[src/rtl/vend_sequencer.sv]
// Vending machine transaction controller: credit, selection, dispense and change.
// Ports: coin/cancel/confirm/select/dispense_done in; balance/dispense/change/status out.
module vend_sequencer #(
  parameter int MAX_BAL      = 250,
  parameter int Q_VAL        = 25,
  parameter int D_VAL        = 100,
  parameter int DISP_TIMEOUT = 1000,
  parameter int CHANGE_GAP   = 4
) (
  input  logic       clk,
  input  logic       reset,
  input  logic       coin_q,
  input  logic       coin_d,
  input  logic       cancel,
  input  logic       confirm,
  input  logic [2:0] select,
  input  logic       dispense_done,
  output logic [8:0] balance,
  output logic       dispense_req,
  output logic [2:0] product,
  output logic       change_pulse,
  output logic [3:0] change_cnt,
  output logic       coin_reject,
  output logic       sel_error,
  output logic       busy
);

  localparam int TW = $clog2(DISP_TIMEOUT + 1);
  localparam int GW = $clog2(CHANGE_GAP + 1);

  typedef enum logic [1:0] {
    IDLE, CREDIT, DISPENSE, CHANGE
  } state_t;

  state_t state, state_n;

  logic [8:0]    bal_n, price_q, price_n;
  logic [8:0]    sel_price, refund;
  logic [9:0]    acc;
  logic          req_n, pulse_n, rej_n;
  logic          serr_n, busy_n;
  logic [2:0]    prod_n;
  logic [3:0]    cnt_n;
  logic [TW-1:0] tmr, tmr_n;
  logic [GW-1:0] gap, gap_n;

  function automatic logic [8:0] price_of(
    input logic [2:0] s
  );
    logic [8:0] p;
    case (s)
      3'd1:    p = 9'd75;
      3'd2:    p = 9'd100;
      3'd3:    p = 9'd125;
      3'd4:    p = 9'd150;
      3'd5:    p = 9'd175;
      3'd6:    p = 9'd200;
      3'd7:    p = 9'd250;
      default: p = 9'd0;
    endcase
    return p;
  endfunction

  function automatic logic [3:0] quarters(
    input logic [8:0] c
  );
    logic [8:0] q;
    q = c / 9'(Q_VAL);
    return q[3:0];
  endfunction

  always_ff @(posedge clk) begin
    if (reset) begin
      state        <= IDLE;
      balance      <= '0;
      dispense_req <= 1'b0;
      product      <= '0;
      change_pulse <= 1'b0;
      change_cnt   <= '0;
      coin_reject  <= 1'b0;
      sel_error    <= 1'b0;
      busy         <= 1'b0;
      price_q      <= '0;
      tmr          <= '0;
      gap          <= '0;
    end else begin
      state        <= state_n;
      balance      <= bal_n;
      dispense_req <= req_n;
      product      <= prod_n;
      change_pulse <= pulse_n;
      change_cnt   <= cnt_n;
      coin_reject  <= rej_n;
      sel_error    <= serr_n;
      busy         <= busy_n;
      price_q      <= price_n;
      tmr          <= tmr_n;
      gap          <= gap_n;
    end
  end

  always_comb begin
    state_n   = state;
    bal_n     = balance;
    req_n     = dispense_req;
    prod_n    = product;
    cnt_n     = change_cnt;
    pulse_n   = 1'b0;
    rej_n     = 1'b0;
    serr_n    = 1'b0;
    price_n   = price_q;
    tmr_n     = tmr;
    gap_n     = gap;
    refund    = '0;
    acc       = {1'b0, balance};
    sel_price = price_of(select);

    unique case (state)
      IDLE, CREDIT: begin
        if (cancel) begin
          rej_n   = coin_q | coin_d;
          cnt_n   = quarters(balance);
          bal_n   = '0;
          gap_n   = '0;
          state_n = (cnt_n != 4'd0) ? CHANGE : IDLE;
        end else if (confirm) begin
          rej_n = coin_q | coin_d;
          if (select == 3'd0 || balance < sel_price) begin
            serr_n = 1'b1;
          end else begin
            bal_n   = balance - sel_price;
            price_n = sel_price;
            prod_n  = select;
            req_n   = 1'b1;
            tmr_n   = '0;
            state_n = DISPENSE;
          end
        end else begin
          // quarter lands first; the dollar sees the updated credit
          if (coin_q) begin
            if (acc + 10'(Q_VAL) > 10'(MAX_BAL)) rej_n = 1'b1;
            else acc = acc + 10'(Q_VAL);
          end
          if (coin_d) begin
            if (acc + 10'(D_VAL) > 10'(MAX_BAL)) rej_n = 1'b1;
            else acc = acc + 10'(D_VAL);
          end
          bal_n   = acc[8:0];
          state_n = (acc == 10'd0) ? IDLE : CREDIT;
        end
      end
      DISPENSE: begin
        rej_n = coin_q | coin_d;
        if (dispense_done || tmr == TW'(DISP_TIMEOUT - 1)) begin
          // a motor timeout returns the price as well
          refund  = dispense_done ? balance : balance + price_q;
          req_n   = 1'b0;
          prod_n  = '0;
          bal_n   = '0;
          cnt_n   = quarters(refund);
          gap_n   = '0;
          state_n = (cnt_n != 4'd0) ? CHANGE : IDLE;
        end else begin
          tmr_n = tmr + 1'b1;
        end
      end
      CHANGE: begin
        rej_n = coin_q | coin_d;
        if (gap == '0) begin
          pulse_n = 1'b1;
          cnt_n   = change_cnt - 4'd1;
          gap_n   = GW'(CHANGE_GAP - 1);
          if (change_cnt == 4'd1) state_n = IDLE;
        end else begin
          gap_n = gap - 1'b1;
        end
      end
      default: state_n = IDLE;
    endcase

    busy_n = (state_n == DISPENSE) || (state_n == CHANGE);
  end

endmodule

[config.mk]
export PLATFORM = sky130hd
export DESIGN_NAME = vend_sequencer
export DESIGN_NICKNAME = d
export VERILOG_FILES = /design/src/rtl/vend_sequencer.sv
export SDC_FILE = /design/constraint.sdc
export NUM_CORES = 1
export LEC_CHECK = 0
export CELL_PAD_IN_SITES_DETAIL_PLACEMENT = 0
export CELL_PAD_IN_SITES_GLOBAL_PLACEMENT = 2
export CORE_ASPECT_RATIO = 0.9
export CORE_UTILIZATION = 39
export CTS_BUF_LIST = sky130_fd_sc_hd__clkbuf_4 sky130_fd_sc_hd__clkbuf_8 sky130_fd_sc_hd__clkbuf_16
export DETAILED_ROUTE_END_ITERATION = 8
export HOLD_SLACK_MARGIN = 0.05
export MAX_ROUTING_LAYER = met4
export PLACE_DENSITY_LB_ADDON = 0.1
export SETUP_SLACK_MARGIN = 0.4
export SYNTH_ARGS = -nofsm -noshare
export SYNTH_HDL_FRONTEND = slang
export SYNTH_SLANG_ARGS = --single-unit
[constraint.sdc]
create_clock -name clk -period 9.1 [get_ports clk]
set_input_delay 2.275 -clock clk [delete_from_list [all_inputs] [get_ports clk]]
set_output_delay 2.275 -clock clk [all_outputs]
set_load 0.01 [all_outputs]
; ---- Yosys cells after proc, flatten, opt, wreduce, memory -nomap -nowiden
; Cells that the tools add are included.
; Widths: inputs -> output; s select.
[classes]
add_sub_neg = 7
order_cmp = 3
reduce_logical = 20
n_mux = 58
div_mod_pow = 2
eq_ne = 22
bitwise = 6
[op_table]
columns = cell, n
row1 = $mux 10, 14
row2 = $pmux 8 s7, 1
row3 = $mux 9, 5
row4 = $gt 10x8->1 const B, 2
row5 = $pmux 10 s2, 1
row6 = $div 9x5->9 const B, 2
row7 = $mux 3, 6
row8 = $pmux 9 s2, 1
row9 = $mux 2, 8
row10 = $ne 2x2->1 const B, 7
row11 = $mux 1, 13
row12 = $eq 3x3->1 const B, 4
row13 = $mux 4, 3
row14 = $pmux 4 s3, 1
row15 = $add 10x1->10 const B, 1
row16 = $add 10x7->10 const B, 1
row17 = $add 9x5->10 const B, 1
row18 = $eq 10x10->1 const B, 1
row19 = $logic_not 10->1, 1
row20 = $reduce_and 5->1, 2
row21 = $add 9x9->9, 1
row22 = $lt 9x9->1, 1
row23 = $pmux 3 s3, 1
row24 = $sub 9x9->9, 1
row25 = 23 further kinds, 39
[totals]
elab_cells = 130
in_bits = 10
reg_bits = 45

; ---- Longest topological paths before layout
[depth]
depth_word = 21
depth_mapped = 26
mapped_depth_nobuf = 25

; ---- Worst setup path after synthesis
; OpenSTA, ideal clock, no wires.
[synth_path]
path_kind = input to register
start = input dispense_done
end = register busy
stages = 24
setup_time_ps = 142
t_required_ps = 8958
t_arrival_ps = 6374
path_buffers = 2
slack_ps = 2585
path_cell_list = buf_6 > nor4b_1 > a211oi_2 > nand2_1 > ha_1 > o21ai_1 > nor4_2 > or4_1 > buf_2 > nand3_1 > o21ai_1 > inv_1 > ha_1 > a211o_1 > a221oi_2 > o22a_4 > nor2_4 > xnor2_1 > inv_1 > ha_1 > a2111oi_0 > a221oi_2 > a31oi_1 > a41oi_1
[synth_via]
elab_chain_cells = 8
[synth_rtl]
columns = element, line_no
row1 = start: declaration, 17  ; input logic dispense_done,
row2 = $mux 9, 156  ; refund = dispense_done ? balance : balance + price_q;
row3 = $div 9x5->9, 68  ; q = c / 9'(Q_VAL);
row4 = $reduce_bool 4->1, 162  ; state_n = (cnt_n != 4'd0) ? CHANGE : IDLE;
row5 = $mux 2, 162
row6 = $mux 2 *, 154  ; if (dispense_done || tmr == TW'(DISP_TIMEOUT - 1)) begin
row7 = $pmux 2 s3 *, 118  ; unique case (state)
row8 = $eq 2x2->1, 181  ; busy_n = (state_n == DISPENSE) || (state_n == CHANGE);
row9 = $logic_or 1x1->1 *, 181
row10 = end signal: assignment, 95  ; busy <= busy_n;
row11 = end: declaration, 25  ; output logic busy
; Mark *: on every way between the ends. The rest lies on a longest branch, timed or not.
; A chain may end at the register's enable or synchronous reset.

; ---- Worst setup path in the final report
[layout_path]
start = input dispense_done
end = register change_cnt[0]
[layout_via]
elab_chain_cells = 4
[layout_rtl]
columns = element, line_no
row1 = $mux 9, 156
row2 = $div 9x5->9, 68
row3 = $mux 4, 154
row4 = $pmux 4 s3, 118
row5 = end signal: assignment, 92  ; change_cnt <= cnt_n;
row6 = end: declaration, 22  ; output logic [3:0] change_cnt,
; Parallel ways exist; a longest one is shown, timed or not. The select of a mux whose other input is x is not followed.

==> results_dict.tcl <==
set metrics [dict create \
    worst-endpoint-arrival_ns 8.09 \
    synth_nets 770 \
    cp_slowest_stage_delay_ns 1.05 \
    clock_sinks 44 \
    fp.dieW_um 126.0 \
    ir_drop_v 0.00008381 \
    seq_area_frac_synth 0.1632 \
    dpl_cell_area_um2 5829 \
    timing.hold.ws_ns 0.4659 \
    finalPower_uw 967.6 \
    postCtsResizedCells 0 \
    synth_area_leader_cell "dfxtp_1" \
    fin_nets 785 \
    synth_ff_type "dfxtp_1" \
    clockBufferDepth 2 \
    comb_power_share 0.552 \
    rows 40 \
    hold_end "product[2]" \
    rsz0062_at_grt "false" \
    clkSlewWorstSetupHoldPaths_ns 0.06 \
    async_flop_share 0 \
    status "finished, final reports clean" \
    ctsHoldBuffers 0 \
    clock-root-buffer "clkbuf_16" \
    drtIter0Drc 413 \
    yosysMostFrequentCell "nor2_1" \
    max_cap_viol_count 0 \
    die_area_um2 14320 \
    cp_slowest_cell "clkdlybuf4s50_1" \
    highest_layer "met4" \
    hold_path.startpoint "product[2]" \
    numPortBuffers 30 \
    syn_area_per_cell_um2 7.486 \
    cts_setup_buffers 0 \
    synth_edf_count 0 \
    antenna_found_initial 0 \
    setup_viol 0 \
    die_h_um 113.6 \
    clock_latency_ns 0.29 \
    p_int_uw 549.2 \
    finalCritPeriodShare 0.8726 \
    antenna_left 0 \
    r2r-start "balance[0]" \
    ys_types 99 \
    max_freq_ghz 0.1259 \
    pwr_density_cell_nw_per_um2 161.7 \
    cts_tree "yes" \
    grt_max_degree 34 \
    clkPwrFrac 0.205 \
    synth_top_cells_by_area "dfxtp_1, ha_1, nor2_1" \
    area_delta_synth_final_pct 10.87 \
    post-route-drc-count 0 \
    p_sw_uw 418.4 \
    synth_common_cells "nor2_1, nand2_1, dfxtp_1" \
    p_seq_frac 0.243 \
    r2r_cells 24 \
    n_antenna_cell 0 \
    met2_length_um 6615 \
    grt_usage 0.2279 \
    worst_pin_slew_ns 0.8820 \
    power.leakage_nw 2.265 \
    initial_core_util 0.4024 \
    synth_top_area_share 0.1632 \
    met1_length_um 8098 \
    routedWlPerCell_um 17.37 \
    htreeDepth 2 \
    clock-skew-final_ns 0.007368 \
    vias 5407 \
    fin_crit_ns 7.941 \
    crit_buf_inv 5 \
    rrSetupSlack_ns 3.13 \
    dr.pass1.iters 5 \
    ioPinCount 31 \
    endpoint_kind "flop" \
    overflow 0 \
    worst-path-max-fanout 24 \
    core-area_um2 13410 \
    hpwlAfterDp_um 12130 \
    grt_pass1_vias 4982 \
    crit_type "in -> reg" \
    rr_endpoint "change_cnt[0]" \
    cp.required_ns 9.25 \
    yosys_warnings 0 \
    wl_um 15690 \
    numCtsBuffers 5 \
    hold_path.class "reg -> reg" \
    hold_depth 2 \
    grt_pass1_wl_um 25560 \
    drv_slew 0 \
    vias_per_cell 5.988 \
    drive_gt1_frac 0.08980 \
    setup_tns_ns 0 \
    design_area_um2 5984 \
    critPathTopFamily "compound AO/OA/AOI/OAI gates" \
    p_sw_frac 0.4324 \
    slew_headroom 0.4102 \
    met3WireLength_um 799 \
    start_kind "primary input" \
    globalplace.congestion 0.9040 \
    ys_ff_latch 44 \
    hold_violations 0 \
    cp-startpoint "dispense_done" \
    syn_area_um2 5398 \
    synthCells 721 \
    crit_chain "clkdlybuf4s50_1 -> inv_2 -> o22ai_1 -> nor3_4 -> inv_1 -> ha_1 -> o21ai_1 -> nor4_2 -> or4_1 -> nand3_1 -> o21ai_1 -> inv_1 -> ha_1 -> a211o_1 -> a221oi_2 -> o22a_4 -> nor2_4 -> xnor2_1 -> inv_1 -> ha_1 -> a2111oi_0 -> a221oi_2 -> a31oi_1 -> a41oi_1" \
]
## placed cells by master (no fill, tap or decap), drive strengths merged, types with 6 or more instances in the layout
cell           netlist  final
nor4                 8      8
nand2               75     75
o22ai                8      8
nor2b                8      8
o31ai               12     12
xor2                13     13
and3                 7      7
dfxtp               44     44
and2                 7      7
nor2                86     86
a31oi               15     15
a41oi                6      6
ha                  37     37
mux2i               12     12
o21ai               33     33
a211oi              17     17
nor3b                9      9
inv                 45     45
nand3               14     14
o211ai               8      8
buf                 16      9
clkdlybuf4s50        0     30
nand2b              11     11
nor3                33     33
a21oi               39     39
xnor2               30     30
nand4               12     12
a222oi               6      6
## through the flow
stage	instances	worst slack, ns	utilization
CTS	903	1.175	0.4462
global route	903	0.5334	0.4462
global placement	897	1.116	0.4346
detailed placement	897	0.9141	0.4346
finish	903	1.159	0.4462
floorplan	721	2.585	-
## layout make-up
| cell class | instances | area [um2] |
|---|---|---|
| tap | 168 | 210.2 |
| fill | 1352 | 7428 |
| timing repair buffer | 39 | 367.9 |
| clock inverter | 1 | 30.03 |
| inverter | 45 | 168.9 |
| clock buffer | 5 | 125.1 |
| sequential | 44 | 880.8 |
| multi-input combinational | 601 | 4202 |
## tightest hold or removal path: stages, from the launching register on
cell and delay (ns):
dfxtp_1 0.31, nand2_1 0.06, a21oi_1 0.05
## power groups by stage
stage	Sequential (mW)	Combinational, mW	Clock, mW
2_1_floorplan	0.234	0.406	0
3_3_place_gp	0.240	0.525	0
3_5_place_dp	0.239	0.529	0
4_1_cts	0.235	0.531	0.206
5_1_grt	0.239	0.590	0.213
6_report	0.235	0.534	0.198
## layer usage
metal / track usage / vias up
li1: - / 2713
met1: 0.3328 / 2529
met2: 0.3352 / 156
met3: 0.02955 / 9
met4: 0.04177 / 0
met5: - / -
## kinds of logic (layout without fill, tap and decap cells)
kind of cell / count (synthesis) / count (layout) / synth area share
adder cells (fa/ha/maj): 39 / 39 / 0.09318
AO/OA/AOI/OAI: 214 / 214 / 0.3027
flip-flops: 44 / 44 / 0.1632
buffers and inverters: 76 / 90 / 0.05841
AND/OR/NAND/NOR: 287 / 287 / 0.2738
multiplexers: 17 / 17 / 0.03338
XOR/XNOR: 44 / 44 / 0.07534
## how the worst max path moves through the flow
stage,slack (ns),to,cells after the start
2_1_floorplan,2.58,busy,24
3_3_place_gp,1.12,busy,24
3_5_place_dp,0.91,busy,24
4_1_cts,1.18,busy,24
5_1_grt,0.53,state[1],24
6_report,1.16,change_cnt[0],24
## state kept, by name, summed over array words and instances, names as in the netlist
name and flops:
dispense_req 1, coin_reject 1, change_pulse 1, gap 3, product 3, state 2
price_q 8, change_cnt 4, balance 9, busy 1, tmr 10, sel_error 1
No activity file was read; power rests on OpenSTA's default activity.
